[config.mk]
export PLATFORM = sky130hd
export DESIGN_NAME = conv_tile_scheduler
export DESIGN_NICKNAME = d
export VERILOG_FILES = /design/src/rtl/conv_tile_scheduler.sv
export SDC_FILE = /design/constraint.sdc
export NUM_CORES = 1
export LEC_CHECK = 0
export CAP_MARGIN = 20
export CELL_PAD_IN_SITES_DETAIL_PLACEMENT = 1
export CELL_PAD_IN_SITES_GLOBAL_PLACEMENT = 1
export CORE_ASPECT_RATIO = 0.75
export CORE_MARGIN = 10
export CORE_UTILIZATION = 42
export CTS_BUF_LIST = sky130_fd_sc_hd__clkbuf_2 sky130_fd_sc_hd__clkbuf_4 sky130_fd_sc_hd__clkbuf_8
export CTS_CLUSTER_SIZE = 12
export DETAILED_ROUTE_END_ITERATION = 8
export GPL_TIMING_DRIVEN = 0
export MAX_ROUTING_LAYER = met4
export PLACE_DENSITY_LB_ADDON = 0.25
export SYNTH_ARGS = -nofsm -noshare
export SYNTH_HDL_FRONTEND = slang
export SYNTH_SLANG_ARGS = --single-unit
[constraint.sdc]
create_clock -name clock -period 6 [get_ports clock]
set_input_delay 1.8 -clock clock [delete_from_list [all_inputs] [get_ports clock]]
set_output_delay 1.8 -clock clock [all_outputs]
set_load 0.02 [all_outputs]
[src/rtl/conv_tile_scheduler.sv]
// Window-origin sequencer for the tiled convolution array: walks every valid kernel
// position inside a tile and issues load / compute / backpressured write-back strobes.
module conv_tile_scheduler #(
  parameter int SIZE         = 320,
  parameter int SIZEKer      = 3,
  parameter int TOTSUBIMAGEM = 16,
  parameter int WIDTH_BIT    = 16,
  parameter int CONV_LAT     = 1
) (
  input  logic                 clock,
  input  logic                 reset,
  input  logic                 start,
  input  logic                 abort,
  input  logic                 wb_ready,
  output logic                 busy,
  output logic                 done,
  output logic                 load_en,
  output logic                 conv_en,
  output logic                 wb_en,
  output logic                 wb_last,
  output logic [WIDTH_BIT-1:0] win_row,
  output logic [WIDTH_BIT-1:0] win_col
);

  localparam int TILE = SIZE / TOTSUBIMAGEM;
  localparam int NPOS = TILE - SIZEKer + 1;
  localparam int CW   = (CONV_LAT > 1) ? $clog2(CONV_LAT) : 1;
  localparam logic [WIDTH_BIT-1:0] LAST = WIDTH_BIT'(NPOS - 1);

  typedef enum logic [2:0] {IDLE, LOAD, COMPUTE, WB, DONE} state_t;

  state_t               state_reg, state_next;
  logic [CW-1:0]        cnt_reg, cnt_next;
  logic [WIDTH_BIT-1:0] row_reg, row_next;
  logic [WIDTH_BIT-1:0] col_reg, col_next;
  logic busy_next, done_next, load_en_next, conv_en_next, wb_en_next, wb_last_next;

  always_ff @(posedge clock or posedge reset) begin
    if (reset) begin
      state_reg <= IDLE;
      cnt_reg   <= '0;
      row_reg   <= '0;
      col_reg   <= '0;
      busy      <= 1'b0;
      done      <= 1'b0;
      load_en   <= 1'b0;
      conv_en   <= 1'b0;
      wb_en     <= 1'b0;
      wb_last   <= 1'b0;
    end else begin
      state_reg <= state_next;
      cnt_reg   <= cnt_next;
      row_reg   <= row_next;
      col_reg   <= col_next;
      busy      <= busy_next;
      done      <= done_next;
      load_en   <= load_en_next;
      conv_en   <= conv_en_next;
      wb_en     <= wb_en_next;
      wb_last   <= wb_last_next;
    end
  end

  always_comb begin
    state_next = state_reg;
    cnt_next   = cnt_reg;
    row_next   = row_reg;
    col_next   = col_reg;
    case (state_reg)
      IDLE: begin
        if (start && !abort) begin
          row_next   = '0;
          col_next   = '0;
          state_next = LOAD;
        end
      end
      LOAD: begin
        cnt_next   = CW'(CONV_LAT - 1);
        state_next = COMPUTE;
      end
      COMPUTE: begin
        if (cnt_reg == '0) state_next = WB;
        else               cnt_next   = cnt_reg - CW'(1);
      end
      WB: begin
        if (wb_ready) begin
          if (row_reg == LAST && col_reg == LAST) begin
            state_next = DONE;
          end else begin
            state_next = LOAD;
            if (col_reg == LAST) begin
              col_next = '0;
              row_next = row_reg + WIDTH_BIT'(1);
            end else begin
              col_next = col_reg + WIDTH_BIT'(1);
            end
          end
        end
      end
      DONE:    state_next = IDLE;
      default: state_next = IDLE;
    endcase
    // Abort beats any same-cycle write-back handshake and discards the origin.
    if (abort && (state_reg == LOAD || state_reg == COMPUTE || state_reg == WB)) begin
      state_next = IDLE;
      row_next   = '0;
      col_next   = '0;
    end
  end

  // Strobes are decoded from the upcoming state so they appear registered.
  always_comb begin
    busy_next    = (state_next == LOAD) || (state_next == COMPUTE) || (state_next == WB);
    done_next    = (state_next == DONE);
    load_en_next = (state_next == LOAD);
    conv_en_next = (state_next == COMPUTE);
    wb_en_next   = (state_next == WB);
    wb_last_next = (state_next == WB) && (row_next == LAST) && (col_next == LAST);
  end

  assign win_row = row_reg;
  assign win_col = col_reg;

endmodule
* Word-level counts from Yosys, hierarchy flattened
Index checks and enable logic that the tools add are counted.
** Storage, ports and cells
- Register bits after elaboration :: 42
- Input port bits :: 5
- Output and inout bits :: 38
- Word-level logic and storage cells :: 56
** Cells by class
- Add/sub/neg operators :: 3
- Equality and inequality tests :: 11
- Multiplexer cells :: 20
- Reductions and logical operators :: 12
** Operators with widths (number)
- 16-bit 2-to-1 mux :: 10
- 16-bit by 5-bit equality test with 1-bit output (second input constant) :: 4
- 16-bit one-hot mux with 2 select lines :: 2
- 16-bit by 1-bit adder with 16-bit output (second input constant) :: 2
- 3-bit 2-to-1 mux :: 5
- 3-bit by 2-bit equality test with 1-bit output (second input constant) :: 4
- 3-bit one-hot mux with 4 select lines :: 1
- 3-bit by 1-bit equality test with 1-bit output (second input constant) :: 2
- 1-bit logical AND :: 5
- 1-bit logical OR :: 4
- 3-bit equality test (second input constant) :: 1
- 3-bit logical NOT :: 1
- 1-bit one-hot mux with 2 select lines :: 1
- 2-bit nonzero test :: 1
- 1-bit logical NOT :: 1
- 1-bit 2-to-1 mux :: 1
- 1-bit subtractor (second input constant) :: 1

* Depth between registers and ports, before layout
- Depth after elaboration :: 9
- Gate-level depth with buffers :: 11
- Mapped depth without buffers :: 10

* Worst setup path before layout
Ideal clock, no wire load.
- Kind :: input to register
- Start point :: input port abort
- End point :: register wb_last
- Setup time :: 96 ps
- Arrival time :: 3835 ps
- Data required time :: 5904 ps
- Setup slack :: 2069 ps
- Stages on the path :: 9
- Buffers on the path :: 3
- Cells stage by stage :: or4b_1 -> buf_2 -> or2_0 -> buf_2 -> and2_4 -> buf_6 -> o221a_2 -> or4_1 -> nor4_2
** Between the ends
- Longest elaborated chain between the ends :: 8
- Elaborated cells on any way between the ends :: 17
- Classes of those cells :: eq/ne (3); mux (9); reduce/logical (5)
** Ends and longest elaborated chain
- start: declaration :: RTL line 13 : input logic abort,
- 1-bit logical NOT :: RTL line 71 : if (start && !abort) begin
- 1-bit logical AND :: RTL line 71
- 16-bit 2-to-1 mux :: RTL line 71
- 16-bit one-hot mux with 2 select lines :: RTL line 69 : case (state_reg)
- 16-bit 2-to-1 mux (*) :: RTL line 104 : if (abort && (state_reg == LOAD || state_reg == COMPUTE || state_reg == WB)) begin
- net row_next[9] :: RTL line 34 : logic [WIDTH_BIT-1:0] row_reg, row_next;
- 16-bit by 5-bit equality test with 1-bit output (*) :: RTL line 118 : wb_last_next = (state_next == WB) && (row_next == LAST) && (col_next == LAST);
- 1-bit logical AND (*) (2 in a row) :: RTL line 118
- net wb_last_next :: RTL line 36 : logic busy_next, done_next, load_en_next, conv_en_next, wb_en_next, wb_last_next;
- end signal: assignment :: RTL line 60 : wb_last <= wb_last_next;
- end: declaration :: RTL line 20 : output logic wb_last,
Mark *: on every way through the listed nets, which the timed path passes. The rest lies on a longest branch.
A chain may end at the register's enable or synchronous reset.

* Worst setup path in the final report
- Start point :: input port abort
- End point :: register wb_last
** Between the ends
- Longest elaborated chain between the ends :: 8
- Elaborated cells on any way between the ends :: 17
- Classes of those cells :: eq/ne (3); mux (9); reduce/logical (5)
** Ends and longest elaborated chain (RTL line)
- 1-bit logical NOT :: 71
- 1-bit logical AND :: 71
- 16-bit 2-to-1 mux / 3-bit 2-to-1 mux (equally long branches) :: 71
- 16-bit one-hot mux with 2 select lines / 3-bit one-hot mux with 4 select lines (equally long branches) :: 69
- 16-bit 2-to-1 mux / 3-bit 2-to-1 mux (equally long branches) :: 104
- 16-bit by 5-bit equality test with 1-bit output / 3-bit by 2-bit equality test with 1-bit output (equally long branches) :: 118
- 1-bit logical AND :: 118
- 1-bit logical AND (*) :: 118
- net wb_last_next :: 36
Marked as above.

==> key figures <==
Run status
  • Run status: finished clean

Global routing
  • Global-route wire length before repair: 14.6 mm
  • Largest net degree at the start of global routing: 42
  • Total grt overflow: 0
  • Total GRT Usage: 0.200
  • Antenna violations before repair: 0
  • GRT busiest layer: met2
  • Vias in the first global route: 2724
  • Met3 Use GR: 0.0355
  • Met1 GRT Util: 0.268
  • Grt met2 use: 0.306

Critical path
  • Slowest cell on crit path: clkdlybuf4s50_1
  • Req. time, crit path: 6.22 ns
  • Crit path DAT: 4.90 ns
  • CP Class: input pin to register
  • CP peak stage delay: 0.49 ns
  • Cell family with most CP delay: simple AND/OR/NAND/NOR gates
  • Worst Path Max Fanout: 9
  • Crit-path cells: clkdlybuf4s50_1 -> or4b_1 -> buf_2 -> a21oi_2 -> o21ai_1 -> a32oi_1 -> nand4b_1 -> nor4b_1 -> nand4_1 -> nor4_2
  • Setup crit start kind: input pin
  • CP Capture Type: register
  • Crit path buffers/inverters: 2

Routing
  • Routed vias: 2698
  • DRC errors left: 0
  • Via/cell ratio: 6.32
  • First drt pass iteration count: 5
  • Initial DRC Count: 267
  • ANT nets after route: 0
  • Post-Route WL: 9.03 mm
  • Avg WL per Cell: 21.1 um

Yosys
  • Synth top area cells: dfrtp_1, nand3_1, nand4_1, nand2_1, o21ai_0
  • Mean post-synth cell area: 8.44 sq um
  • Top cell type's share of synthesized area: 0.405
  • Synth Flop Type: dfrtp_1
  • Synthesized Nets: 309
  • Post-synth ARST share: 1.00
  • Seq cells post-synth: 41
  • Yosys warnings: 0
  • Cell count after synthesis: 300
  • EDFF count, synth: 0
  • Distinct cells, synth: 55
  • Post-synth design cell area: 0.00253 sq mm
  • Sequential-to-total area share from yosys stat: 0.405
  • Yosys top cell by area: dfrtp_1

CTS
  • Maximum root-to-sink buffer count: 2
  • Clock transition at path regs: 0.09 ns
  • Num Clock Sinks: 41
  • Root Buffer: clkbuf_8
  • CTS tree: done
  • CTS Buf Count: 5
  • Hold_buf cts: 0
  • Clk_lat worst skew: 0.30 ns
  • Deepest level of the CTS H-tree: 2
  • Postcts setup bufs: 0
  • CTS resizes: 0

Timing
  • Achievable Freq: 213 MHz
  • Crit path time final: 4.69 ns
  • Sum Neg Setup Slack: 0 ns
  • Fin worst setup slack: 1.31 ns
  • Setup-failing EPs final: 0
  • Slew at the pin with the worst max-slew slack: 1.07 ns
  • RSZ-0062 raised after global routing: no
  • Slew headroom: 0.275
  • Part of the cycle the worst path needs: 0.781
  • Final Max Slew Viols: 0
  • Final clock skew: 0.0119 ns
  • Final Hold Vio Count: 0

Die
  • Die footprint: 0.00956 sq mm
  • Io pins: 43
  • Die Y: 87.2 um
  • # rows: 24
  • Initial Util: 0.434
  • Die Wd: 110 um
  • Core Box Area: 0.00583 sq mm

Worst hold path
  • Min-delay worst type: register to register

Cells and area
  • Most common cell after layout, fill and taps aside: clkdlybuf4s50_1
  • Final #Nets: 358
  • Highest-count cells in the layout ignoring fill and taps: clkdlybuf4s50_1, dfrtp_1, nand3_1
  • Layout cells sized above 1: 0.0745
  • Fill count: 709
  • Storage cell area: 0.00103 sq mm
  • Area of the multi-input gates: 0.00138 sq mm
  • Layout area overhead: 24.6%
  • Number of diodes: 0

Place
  • Port Buf Inserts: 42
  • DP Wirelength: 6.82 mm
  • Post-Place Worst Slack: 1.02 ns
  • Gpl congestion: 0.908

Power and ir drop
  • Worst vdd ir: 0.101 mV
  • Power per standard cell area: 233 mW/mm^2
  • Total power: 0.000735 W
  • Leak: 1.22 nW

Job
  • Max-Cap Viols: 0
## final timing paths
path,slack (ns),startpoint,endpoint,cells after the start
min,0.58,win_col[15],win_col[15],1
max in group asynchronous,3.41,reset,win_col[9],2
max,1.31,abort,wb_last,10
max reg2reg,2.72,win_row[1],wb_last,11
min in group asynchronous,2.01,reset,win_col[4],2
min reg2reg,0.58,win_col[15],win_col[15],1
## stage by stage
stage / hold slack (ns) / cell area, sq um / std cells / util
3_3_place_gp: 0.579 / 3050 / 420 / 0.523
3_5_place_dp: 0.568 / 3050 / 420 / 0.523
4_1_cts: 0.584 / 3150 / 427 / 0.541
6_report: 0.581 / 3150 / 427 / 0.541
2_1_floorplan: 0.650 / 2530 / 300 / -
5_1_grt: 0.656 / 3150 / 427 / 0.541
## per-layer routing
| layer | wire (um) | share of wire |
|---|---|---|
| met3 | 619 | 0.069 |
| met1 | 4220 | 0.47 |
| met2 | 4120 | 0.46 |
| met5 | 0 | 0 |
| met4 | 72 | 0.0080 |
## synthesized netlist by cell type, drive strengths merged (5+ instances only)
cell type / n
nand3: 29
buf: 6
nor4b: 6
nor2: 22
inv: 12
or2: 5
clkbuf: 12
a21oi: 18
nor4: 11
nand2: 25
nand4: 17
nor3: 8
o21ai: 21
dfrtp: 41
## cells by family (layout without fill, tap and decap cells)
| group | count (synthesis) | after routing | synth area share |
|---|---|---|---|
| compound gates | 76 | 76 | 0.200 |
| xor+xnor | 1 | 1 | 0.00346 |
| fa+ha+maj | 4 | 4 | 0.0198 |
| buf+inv | 30 | 79 | 0.0499 |
| flops | 41 | 41 | 0.405 |
| simple gates | 148 | 148 | 0.322 |
## worst register-to-register path, delay by kind of cell, from the launching register on
kind                     cells  cell delay [ns]
buffers and inverters        2             0.32
AND/OR/NAND/NOR              7             2.07
adder cells (fa/ha/maj)      1             0.13
flip-flops                   1             0.47
AO/OA/AOI/OAI                1             0.22
## cell type report
| class | count | share of cell area |
|---|---|---|
| Sequential cell | 41 | 0.325 |
| Tap cell | 78 | 0.0310 |
| Buffer | 18 | 0.0258 |
| Multi-Input combinational cell | 229 | 0.437 |
| Clock buffer | 5 | 0.0218 |
| Clock inverter | 2 | 0.0111 |
| Timing Repair Buffer | 42 | 0.133 |
| Inverter | 12 | 0.0143 |
## power breakdown
group          switching, W  total, W  internal [W]
combinational      0.000135  0.000207     0.0000725
clock              0.000103  0.000224      0.000121
sequential        0.0000105  0.000304      0.000293
total              0.000248  0.000735      0.000487
(Power assumes the default switching activity.)
